**config.mk**
```make
export PLATFORM = sky130hd
export DESIGN_NAME = player_move_ctrl_flat
export DESIGN_NICKNAME = d
export VERILOG_FILES = /design/src/rtl/maze_pkg.sv /design/src/rtl/player_move_ctrl_if.sv /design/src/rtl/player_step_calc.sv /design/src/rtl/player_move_ctrl.sv /design/src/flat_wrapper.sv
export SDC_FILE = /design/constraint.sdc
export NUM_CORES = 1
export LEC_CHECK = 0
export CAP_MARGIN = 10
export CORE_ASPECT_RATIO = 2
export CORE_MARGIN = 5
export CORE_UTILIZATION = 48
export DETAILED_ROUTE_END_ITERATION = 10
export PLACE_DENSITY = 0.82
export SYNTH_ARGS = -nofsm -noshare
export SYNTH_HDL_FRONTEND = slang
export SYNTH_HIERARCHICAL = 1
export SYNTH_SLANG_ARGS = --single-unit
```
**constraint.sdc**
```tcl
create_clock -name clk -period 8.45 [get_ports clk]
set_input_delay 1.2675 -clock clk [delete_from_list [all_inputs] [get_ports clk]]
set_output_delay 1.2675 -clock clk [all_outputs]
set_load 0.02 [all_outputs]
```
**src/rtl/maze_pkg.sv**
```systemverilog
// Shared types and grid-index helpers for the maze game blocks.
package maze_pkg;

   typedef enum logic [2:0] {
      NONE  = 3'd0,
      UP    = 3'd1,
      DOWN  = 3'd2,
      LEFT  = 3'd3,
      RIGHT = 3'd4
   } dir_t;

   typedef enum logic [1:0] {
      IDLE = 2'd0,
      STEP = 2'd1,
      HOLD = 2'd2
   } move_state_t;

   // Direction buttons sampled together each cycle.
   typedef struct packed {
      logic up;
      logic down;
      logic left;
      logic right;
   } btn_t;

   function automatic int unsigned idx_row(input int unsigned idx, input int unsigned cols);
      return idx / cols;
   endfunction

   function automatic int unsigned idx_col(input int unsigned idx, input int unsigned cols);
      return idx % cols;
   endfunction

   function automatic int unsigned rc_to_idx(input int unsigned row, input int unsigned col,
                                             input int unsigned cols);
      return row * cols + col;
   endfunction

endpackage

```
**src/rtl/player_move_ctrl_if.sv**
```systemverilog
// Button/load/maze inputs and position/pulse outputs of the player movement controller.
interface player_move_ctrl_if #(
   parameter int unsigned COLS  = 10,
   parameter int unsigned ROWS  = 10,
   parameter int unsigned POS_W = 8
);
   localparam int unsigned CELLS = COLS * ROWS;

   logic [CELLS-1:0] maze;
   logic             btnU;
   logic             btnD;
   logic             btnL;
   logic             btnR;
   logic             load;
   logic [POS_W-1:0] load_pos;
   logic [POS_W-1:0] pos_out;
   logic             move_ok;
   logic             bump;
   logic             at_goal;

   modport master (
      output maze, btnU, btnD, btnL, btnR, load, load_pos,
      input  pos_out, move_ok, bump, at_goal
   );

   modport slave (
      input  maze, btnU, btnD, btnL, btnR, load, load_pos,
      output pos_out, move_ok, bump, at_goal
   );

endinterface

```
**src/rtl/player_step_calc.sv**
```systemverilog
// Combinational single-cell move evaluation: grid boundary, optional wrap and wall check.
// Macro PLAYER_WRAP_EN: off-grid moves wrap to the opposite edge instead of bumping.
module player_step_calc
   import maze_pkg::*;
#(
   parameter int unsigned COLS  = 10,
   parameter int unsigned ROWS  = 10,
   parameter int unsigned POS_W = 8
) (
   input  logic [POS_W-1:0]     pos,
   input  dir_t                 dir,
   input  logic [COLS*ROWS-1:0] maze,
   output logic [POS_W-1:0]     target,
   output logic                 blocked
);

   localparam int unsigned CELLS = COLS * ROWS;
`ifdef PLAYER_WRAP_EN
   localparam bit WRAP = 1'b1;
`else
   localparam bit WRAP = 1'b0;
`endif

   int unsigned      row;
   int unsigned      col;
   int unsigned      t_row;
   int unsigned      t_col;
   logic             off_grid;
   logic [POS_W-1:0] wrapped;
   logic [CELLS-1:0] cell_sel;

   // Off-grid targets are pre-wrapped; the no-wrap build then discards them as a bump.
   always_comb begin
      row      = idx_row(32'(pos), COLS);
      col      = idx_col(32'(pos), COLS);
      t_row    = row;
      t_col    = col;
      off_grid = 1'b0;
      case (dir)
         UP: begin
            if (row == 0) begin
               off_grid = 1'b1;
               t_row    = ROWS - 1;
            end else begin
               t_row = row - 1;
            end
         end
         DOWN: begin
            if (row == ROWS - 1) begin
               off_grid = 1'b1;
               t_row    = 0;
            end else begin
               t_row = row + 1;
            end
         end
         LEFT: begin
            if (col == 0) begin
               off_grid = 1'b1;
               t_col    = COLS - 1;
            end else begin
               t_col = col - 1;
            end
         end
         RIGHT: begin
            if (col == COLS - 1) begin
               off_grid = 1'b1;
               t_col    = 0;
            end else begin
               t_col = col + 1;
            end
         end
         default: ;
      endcase

      wrapped  = POS_W'(rc_to_idx(t_row, t_col, COLS));
      cell_sel = CELLS'(1) << wrapped;

      if (off_grid && !WRAP) begin
         target  = pos;
         blocked = 1'b1;
      end else begin
         target  = wrapped;
         blocked = |(maze & cell_sel);
      end
   end

endmodule

```
**src/rtl/player_move_ctrl.sv**
```systemverilog
// Player movement controller: button edge detect, step/hold-repeat FSM, position register.
// Macro PLAYER_WRAP_EN (evaluated in player_step_calc) makes off-grid moves wrap around.
module player_move_ctrl
   import maze_pkg::*;
#(
   parameter int unsigned COLS        = 10,
   parameter int unsigned ROWS        = 10,
   parameter int unsigned POS_W       = 8,
   parameter int unsigned START_POS   = 0,
   parameter int unsigned GOAL_POS    = COLS * ROWS - 1,
   parameter int unsigned HOLD_CYCLES = 12_500_000
) (
   input  logic              clk,
   input  logic              rst,
   player_move_ctrl_if.slave bus
);

   localparam int unsigned      CELLS    = COLS * ROWS;
   localparam int unsigned      CNT_W    = $clog2(HOLD_CYCLES);
   localparam logic [CNT_W-1:0] CNT_LAST = CNT_W'(HOLD_CYCLES - 1);

   move_state_t      state_q;
   move_state_t      state_d;
   dir_t             dir_q;
   dir_t             dir_d;
   dir_t             sel_dir;
   logic [CNT_W-1:0] cnt_q;
   logic [CNT_W-1:0] cnt_d;
   logic [POS_W-1:0] pos_q;
   logic [POS_W-1:0] pos_d;
   logic [POS_W-1:0] target;
   logic             move_ok_q;
   logic             move_ok_d;
   logic             bump_q;
   logic             bump_d;
   btn_t             btn_now;
   btn_t             btn_prev_q;
   logic             any_rise;
   logic             held;
   logic             load_ok;
   logic             blocked;

   assign btn_now  = {bus.btnU, bus.btnD, bus.btnL, bus.btnR};
   assign any_rise = |(btn_now & ~btn_prev_q);
   assign load_ok  = bus.load && (32'(bus.load_pos) < CELLS);

   // Fixed priority U > D > L > R among the buttons currently high.
   always_comb begin
      sel_dir = NONE;
      if (btn_now.up) begin
         sel_dir = UP;
      end else if (btn_now.down) begin
         sel_dir = DOWN;
      end else if (btn_now.left) begin
         sel_dir = LEFT;
      end else if (btn_now.right) begin
         sel_dir = RIGHT;
      end
   end

   always_comb begin
      held = 1'b0;
      case (dir_q)
         UP:      held = btn_now.up;
         DOWN:    held = btn_now.down;
         LEFT:    held = btn_now.left;
         RIGHT:   held = btn_now.right;
         default: held = 1'b0;
      endcase
   end

   player_step_calc #(
      .COLS  (COLS),
      .ROWS  (ROWS),
      .POS_W (POS_W)
   ) u_step_calc (
      .pos     (pos_q),
      .dir     (dir_q),
      .maze    (bus.maze),
      .target  (target),
      .blocked (blocked)
   );

   // A valid load overrides whatever the FSM would do this cycle.
   always_comb begin
      state_d   = state_q;
      dir_d     = dir_q;
      cnt_d     = cnt_q;
      pos_d     = pos_q;
      move_ok_d = 1'b0;
      bump_d    = 1'b0;
      if (load_ok) begin
         pos_d   = bus.load_pos;
         state_d = IDLE;
         dir_d   = NONE;
         cnt_d   = '0;
      end else begin
         case (state_q)
            IDLE: begin
               if (any_rise) begin
                  state_d = STEP;
                  dir_d   = sel_dir;
               end
            end
            STEP: begin
               if (blocked) begin
                  bump_d = 1'b1;
               end else begin
                  pos_d     = target;
                  move_ok_d = 1'b1;
               end
               state_d = HOLD;
               cnt_d   = '0;
            end
            HOLD: begin
               if (!held) begin
                  state_d = IDLE;
               end else if (cnt_q == CNT_LAST) begin
                  state_d = STEP;
               end else begin
                  cnt_d = cnt_q + CNT_W'(1);
               end
            end
            default: state_d = IDLE;
         endcase
      end
   end

   always_ff @(posedge clk) begin
      if (rst) begin
         state_q    <= IDLE;
         dir_q      <= NONE;
         cnt_q      <= '0;
         pos_q      <= POS_W'(START_POS);
         move_ok_q  <= 1'b0;
         bump_q     <= 1'b0;
         btn_prev_q <= '0;
      end else begin
         state_q    <= state_d;
         dir_q      <= dir_d;
         cnt_q      <= cnt_d;
         pos_q      <= pos_d;
         move_ok_q  <= move_ok_d;
         bump_q     <= bump_d;
         btn_prev_q <= btn_now;
      end
   end

   assign bus.pos_out = pos_q;
   assign bus.move_ok = move_ok_q;
   assign bus.bump    = bump_q;
   assign bus.at_goal = (pos_q == POS_W'(GOAL_POS));

endmodule

```
**src/flat_wrapper.sv**
```systemverilog
// flat-port wrapper written by rule: the top's interface ports become plain ports
module player_move_ctrl_flat import maze_pkg::*;
#(
   parameter int unsigned COLS        = 10,
   parameter int unsigned ROWS        = 10,
   parameter int unsigned POS_W       = 8,
   parameter int unsigned START_POS   = 0,
   parameter int unsigned GOAL_POS    = COLS * ROWS - 1,
   parameter int unsigned HOLD_CYCLES = 12_500_000
)
  (clk, rst, bus_maze, bus_btnU, bus_btnD, bus_btnL, bus_btnR, bus_load, bus_load_pos, bus_pos_out, bus_move_ok, bus_bump, bus_at_goal);
  player_move_ctrl_if #(.COLS(COLS), .ROWS(ROWS), .POS_W(POS_W)) bus_i ();
  input  logic clk;
  input  logic rst;
  input wire logic [$bits(bus_i.maze)-1:0] bus_maze;
  input wire logic [$bits(bus_i.btnU)-1:0] bus_btnU;
  input wire logic [$bits(bus_i.btnD)-1:0] bus_btnD;
  input wire logic [$bits(bus_i.btnL)-1:0] bus_btnL;
  input wire logic [$bits(bus_i.btnR)-1:0] bus_btnR;
  input wire logic [$bits(bus_i.load)-1:0] bus_load;
  input wire logic [$bits(bus_i.load_pos)-1:0] bus_load_pos;
  output wire logic [$bits(bus_i.pos_out)-1:0] bus_pos_out;
  output wire logic [$bits(bus_i.move_ok)-1:0] bus_move_ok;
  output wire logic [$bits(bus_i.bump)-1:0] bus_bump;
  output wire logic [$bits(bus_i.at_goal)-1:0] bus_at_goal;
  assign bus_i.maze = bus_maze;
  assign bus_i.btnU = bus_btnU;
  assign bus_i.btnD = bus_btnD;
  assign bus_i.btnL = bus_btnL;
  assign bus_i.btnR = bus_btnR;
  assign bus_i.load = bus_load;
  assign bus_i.load_pos = bus_load_pos;
  assign bus_pos_out = bus_i.pos_out;
  assign bus_move_ok = bus_i.move_ok;
  assign bus_bump = bus_i.bump;
  assign bus_at_goal = bus_i.at_goal;
  player_move_ctrl #(.COLS(COLS), .ROWS(ROWS), .POS_W(POS_W), .START_POS(START_POS), .GOAL_POS(GOAL_POS), .HOLD_CYCLES(HOLD_CYCLES)) u_core (.clk(clk), .rst(rst), .bus(bus_i));
endmodule
```
# [Word-level counts from Yosys, hierarchy flattened]
# Cells that the tools add are included.
[totals] register_bits=43 input_bits=115 out_inout_bits=11 elab_cells=85
[classes] add_sub_neg=6 mul=1 div=2 magnitude_cmp=1 n_eq_ne=16 shift=1 mux=30 bitwise_logic=4 reduce_logical=14
[op_table] operator="$and A100 B100 Y100" n=1
[op_table] operator="$reduce_or A100 Y1" n=1
[op_table] operator="$shl A1 B8 Y100 const A" n=1
[op_table] operator="$eq A32 B4 Y1 const B" n=2
[op_table] operator="$logic_not A32 Y1" n=2
[op_table] operator="$mux W32" n=2
[op_table] operator="$pmux W32 S2" n=1
[op_table] operator="$mux W24" n=2
[op_table] operator="$mux W8" n=6
[op_table] operator="$pmux W24 S2" n=1
[op_table] operator="$add A32 B1 Y32 const B" n=1
[op_table] operator="$div A8 B4 Y32 const B" n=1
[op_table] operator="$mod A8 B4 Y32 const B" n=1
[op_table] operator="$mul A32 B3 Y7 const B" n=1
[op_table] operator="$sub A32 B1 Y32 const B" n=1
[op_table] operator="$add A24 B1 Y24 const B" n=1
[op_table] operator="$eq A24 B24 Y1 const B" n=1
[op_table] operator="$pmux W8 S2" n=1
[op_table] operator="$mux W3" n=4
[op_table] operator="$add A8 B1 Y8 const B" n=1
[op_table] operator="$add A8 B8 Y8" n=1
[op_table] operator="$eq A8 B7 Y1 const B" n=1
[op_table] operator="$lt A8 B7 Y1 const B" n=1
[op_table] operator="$ne A2 B1 Y1 const B" n=4
[op_table] operator="other kinds (23)" n=36

# [Logic depth before layout (Yosys ltp)]
[depth] ltp_word=13 mapped_depth=45 ltp_nobuf=40

# [Hierarchy]
# The synthesis kept the hierarchy.
[modules_own_cells] mod="player_step_calc" n_inst=1 cells_per_inst=510 area_each_um2=3488.3 seq_area_each_um2=0.0
[modules_own_cells] mod="player_move_ctrl" n_inst=1 cells_per_inst=293 area_each_um2=2358.5 seq_area_each_um2=860.8

# [Worst setup path after synthesis]
# OpenSTA, ideal clock, no wires.
[synth_path] kind="register to register" startpoint="register u_core.pos_q[6] (netlist: u_core/bus.pos_out[6])" endpoint="register u_core.pos_q[1] (netlist: u_core/bus.pos_out[1])" setup_time_ps=91 arrival_time_ps=8221 t_required_ps=8359 path_slack_ps=138 path_stages_with_launch=43 path_buffers=5 period_less_slack_ps=8312 cell_sequence="dfxtp_1 > buf_4 > nor2_2 > inv_2 > ha_1 > nand2b_4 > buf_6 > a211oi_4 > o21a_1 > a41oi_1 > and3_1 > buf_4 > nand2_1 > inv_2 > xnor2_1 > ha_1 > and2_1 > o2111ai_1 > [... 7 more ...] > a31oi_1 > ha_1 > a21o_1 > a21oi_1 > xnor2_1 > nand2_1 > nor3b_1 > a22o_1 > a221oi_1 > nand3_1 > a221oi_1 > o21ai_0 > o31a_1 > nor4b_1 > a32oi_1 > clkbuf_1 > o21ai_0 > a311oi_1"
[synth_between] elab_chain_cells=12 elab_cells_between_ends=34 classes_between="add/sub: 5; mul: 1; div: 2; eq/ne: 4; shift: 1; mux: 16; bitwise: 1; reduce/logical: 4"
[synth_rtl] item="start, declared" line="player_move_ctrl.sv:29" text="logic [POS_W-1:0] pos_q;"
[synth_rtl] item="start signal, assigned" line="player_move_ctrl.sv:134" text="pos_q <= POS_W'(START_POS);"
[synth_rtl] item="start signal, assigned" line="player_move_ctrl.sv:142" text="pos_q <= pos_d;"
[synth_rtl] item="$div A8 B4 Y32" line="maze_pkg.sv:27" text="return idx / cols;"
[synth_rtl] item="$add A32 B1 Y32, or another cell as far along" line="player_step_calc.sv:53" text="t_row = row + 1;"
[synth_rtl] item="$mux W32 (on tied branches)" line="player_step_calc.sv:49, player_step_calc.sv:41"
[synth_rtl] item="$pmux W32 S2" line="player_step_calc.sv:39" text="case (dir)"
[synth_rtl] item="$mul A32 B3 Y7" line="maze_pkg.sv:36" text="return row * cols + col;"
[synth_rtl] item="$add A8 B8 Y8" line="maze_pkg.sv:36"
[synth_rtl] item="$shl A1 B8 Y100" line="player_step_calc.sv:76" text="cell_sel = CELLS'(1) << wrapped;"
[synth_rtl] item="$and A100 B100 Y100" line="player_step_calc.sv:83" text="blocked = |(maze & cell_sel);"
[synth_rtl] item="$reduce_or A100 Y1" line="player_step_calc.sv:83"
[synth_rtl] item="$mux W1 (*)" line="player_step_calc.sv:78" text="if (off_grid && !WRAP) begin"
[synth_rtl] item="named net u_core.blocked" line="player_move_ctrl.sv:41" text="logic blocked;"
[synth_rtl] item="$ne A2 B1 Y1 (no source line) (*)"
[synth_rtl] item="$reduce_and A3 Y1 (no source line) (*)"
# Mark *: on every way through the listed nets, which the timed path passes. The rest lies on a longest branch. The select of a mux whose other input is x is not followed.
# A chain may end at the register's enable or synchronous reset.

# [Worst setup path in the final report]
[layout_path] startpoint="register u_core.pos_q[5] (netlist: u_core/bus.pos_out[5])" endpoint="register u_core.pos_q[1] (netlist: u_core/bus.pos_out[1])"
# Same word-level chain as after synthesis.

==> impl_results.md <==
- RR Endpoint: u_core/bus.pos_out[1]$_SDFFE_PP0P_
- GR Overflow Total: 0
- CTS root buf: clkbuf_16
- Worst-case clock skew: between 0.006 and 0.007 ns
- Initial Utilization: 48.5%
- PnR worst setup slack: approximately 0.41 ns
- Slew HR: a little under half
- Multi-input gate area: 4770 sq um
- Hold Crit Start: u_core/cnt_q[0]$_SDFFE_PP0P_
- Bufs on Longest Clock Path: 2
- Number of synthesized register bits: 43
- Filler cell count: 1102
- Period minus WS final: about 8.0 ns
- Chip width: 88.0 um
- Worst-path clk slew: 0.06 ns
- Avg Inst Size Synth: between 7 and 8 sq um
- Final Hold Vio Count: 0
- DRC errors left: 0
- Antenna-violating nets left: 0
- Hpwl dp: 17000 um
- Mean routed wirelength per cell: 20.2 um
- Hold Crit Class: flip-flop to flip-flop
- Synth async-reset ratio: 0%
- Hold endpoint: u_core/cnt_q[0]$_SDFFE_PP0P_
- Final net count: approximately 1100
- Antenna violations before repair: 0
- Worst setup EP type: flip-flop
- Most common library cell in the layout ignoring fill and taps: clkdlybuf4s50_1
- Total area of sequential cells: 861 sq um
- Tcrit/Tclk final: 95.2%
- CP max-delay cell: fa_1
- Hold Buf Count CTS: 0
- WP data arrival: 8.24 ns
- Syn. warnings: 6
- Max cap viols: 0
- WS Path Type: flip-flop to flip-flop
- Number of global-route vias before repair: 6936
- Die ar.: about 15000 sq um
- WL final: 21500 um
- Critical Path RT: between 8 and 9 ns
- CTS Buf Count: 5
- Final setup viols: 0
- Top_reg_cell synth: dfxtp_1
- N_diodes: 0
- Outcome: finished clean
- FMAX: 0.124 GHz
- Mapped cell area: 5850 sq um
- Hold_ws: 0.519 ns
- IO Port Bufs: 125
- Reg2Reg Depth: 37
- Kind of start point of the critical path: flip-flop
- Vias: 7039
- Num rows: 57
- Most used cell, CP: ha_1
- Reg-to-reg slack, setup: 0.41 ns
- Least-Margin Pin Slew: 0.808 ns
- Syn nets: 945
- Worst-Skew Late Latency: 0.29 ns
- CP max stage delay: approximately 0.4 ns
- Pre-antenna DRT Iters: 5
- Pins over their slew limit: 0
- Layout cells sized above 1: 11.9%
- First-pass GRT wire length: 34200 um
- Crit path max fanout: 11
- Setup_tns: 0 ns
- Most frequent cells in the layout: 125 x clkdlybuf4s50_1, 87 x nand2_1, 65 x nor2_1
- H-tree Lvls: 2
- Largest net degree at the start of global routing: 27
- Synth Instances: 803
- Number of cells on the worst hold path: 1
- Core region area: 12100 sq um
- Dpl ws: -0.000633 ns
- Reg2Reg Launch Point: u_core/bus.pos_out[5]$_SDFFE_PP0P_
- DRT iter0 DRCs: 467
- Area grow syn2layout: 28.9%
- Gpl congestion: 0.957
- Die height: 166 um
- Unique cell type count in the Yosys netlist: 102
- IO Count: 126
- Post-synth EDFFs: 0
- GRT Util Overall: 28.6%
- Vias per std cell: 6.60
- TritonCTS clock tree: done
- Sequential element share of the synthesized area: between 10% and 20%
- Clock sinks: 43
## flip-flops by register name, summed over array words and instances, names as in the netlist
name / flops
u_core/bus.pos_out: 8
u_core/state_q: 2
u_core/bus.move_ok: 1
u_core/btn_prev_q: 4
u_core/dir_q: 3
u_core/bus.bump: 1
u_core/cnt_q: 24
## worst max-delay path by stage
stage / endpoint / from / slack [ns] / depth (start not counted)
after CTS: u_core/bus.pos_out[1]$_SDFFE_PP0P_ / u_core/bus.pos_out[5]$_SDFFE_PP0P_ / 0.02 / 40
after floorplan: u_core/bus.pos_out[1]$_SDFFE_PP0P_ / u_core/bus.pos_out[6]$_SDFFE_PP0P_ / 0.14 / 42
after global routing: u_core/bus.pos_out[1]$_SDFFE_PP0P_ / u_core/bus.pos_out[5]$_SDFFE_PP0P_ / -0.02 / 41
final: u_core/bus.pos_out[1]$_SDFFE_PP0P_ / u_core/bus.pos_out[5]$_SDFFE_PP0P_ / 0.41 / 37
after global placement: u_core/bus.pos_out[6]$_SDFFE_PP0P_ / u_core/bus.pos_out[5]$_SDFFE_PP0P_ / 0.18 / 38
after detailed placement: u_core/bus.pos_out[1]$_SDFFE_PP0P_ / u_core/bus.pos_out[5]$_SDFFE_PP0P_ / -0.0006 / 38
## layer usage
metal / vias to the layer above / share of wire [%] / track usage [%]
met3: 81 / 4.3 / 3.03
met1: 3354 / 36 / 30.7
li1: 3340 / - / -
met2: 264 / 55 / 53.0
met4: 0 / 5.4 / 14.2
met5: - / 0 / 0
## cell usage after synthesis, types with 5 or more instances
library cell | instances | share of area, %
a21oi_1 | 54 | 4.6
nand3_1 | 40 | 3.4
clkbuf_1 | 22 | 1.4
a221oi_1 | 14 | 2.1
ha_1 | 25 | 5.3
nor4_1 | 6 | 0.64
or4_1 | 5 | 0.64
inv_1 | 25 | 1.6
nand4_1 | 21 | 2.2
xnor2_1 | 19 | 2.8
nor3b_1 | 6 | 0.77
a222oi_1 | 5 | 0.86
o21bai_1 | 5 | 0.64
buf_4 | 7 | 0.90
mux2i_1 | 12 | 2.1
o311ai_0 | 5 | 0.75
nor2b_1 | 10 | 1.1
a22oi_1 | 23 | 3.0
o221ai_1 | 7 | 1.0
and4_1 | 7 | 1.0
dfxtp_1 | 43 | 15
nand2_1 | 88 | 5.6
buf_2 | 10 | 0.86
and3_1 | 14 | 1.5
a31oi_1 | 17 | 1.8
and2_1 | 7 | 0.75
o211ai_1 | 10 | 1.3
o21ai_0 | 39 | 3.3
o2111ai_1 | 5 | 0.75
a21o_1 | 8 | 1.0
nor2_1 | 73 | 4.7
nor3_1 | 21 | 1.8
a311oi_1 | 8 | 1.2
xor2_1 | 5 | 0.75
nand2b_1 | 13 | 1.4
## stage by stage
step,util [%],instance area [sq um],std cells
2_1_floorplan,-,5850,803
3_3_place_gp,60.2,7250,1058
3_5_place_dp,60.2,7250,1058
4_1_cts,61.4,7400,1065
5_1_grt,62.5,7530,1066
6_report,62.5,7530,1066
## timing repair
item                                    4_1_cts  5_1_grt
gates resized for setup                       1       34
setup buffers                                 0        1
endpoints found under the setup margin        7       10
pin swaps                                     0        6
## cell families after synthesis
kind of cell	Yosys count	synth area share [%]
xor+xnor	25	3.87
compound gates	269	34.5
flops	43	14.7
mux	17	3.27
buf+inv	73	5.80
fa+ha+maj	28	6.21
simple gates	348	31.6
## worst max-delay path: cells and delay by family, from the launching register on
family | cells | cell delay [ns]
AOI/OAI and AO/OA | 13 | 2.51
xor gates and xnor gates | 1 | 0.18
buffers and inverters | 4 | 0.42
DFF | 1 | 0.32
muxes | 1 | 0.28
adders and majority gates | 6 | 1.71
and+or+nand+nor | 12 | 2.50
## final cells by class
type                    instances  area share [%]
multi-input cells             687            63.4
repair buffers                152            19.3
flip-flops and latches         43            11.4
well taps                     147            2.44
clock buffers                   6            1.84
inverters                      30            1.56
clock inverters                 1          0.0664
Power is not shown: default switching activity piles up to over one toggle a cycle in this logic, so the estimate is an artifact.
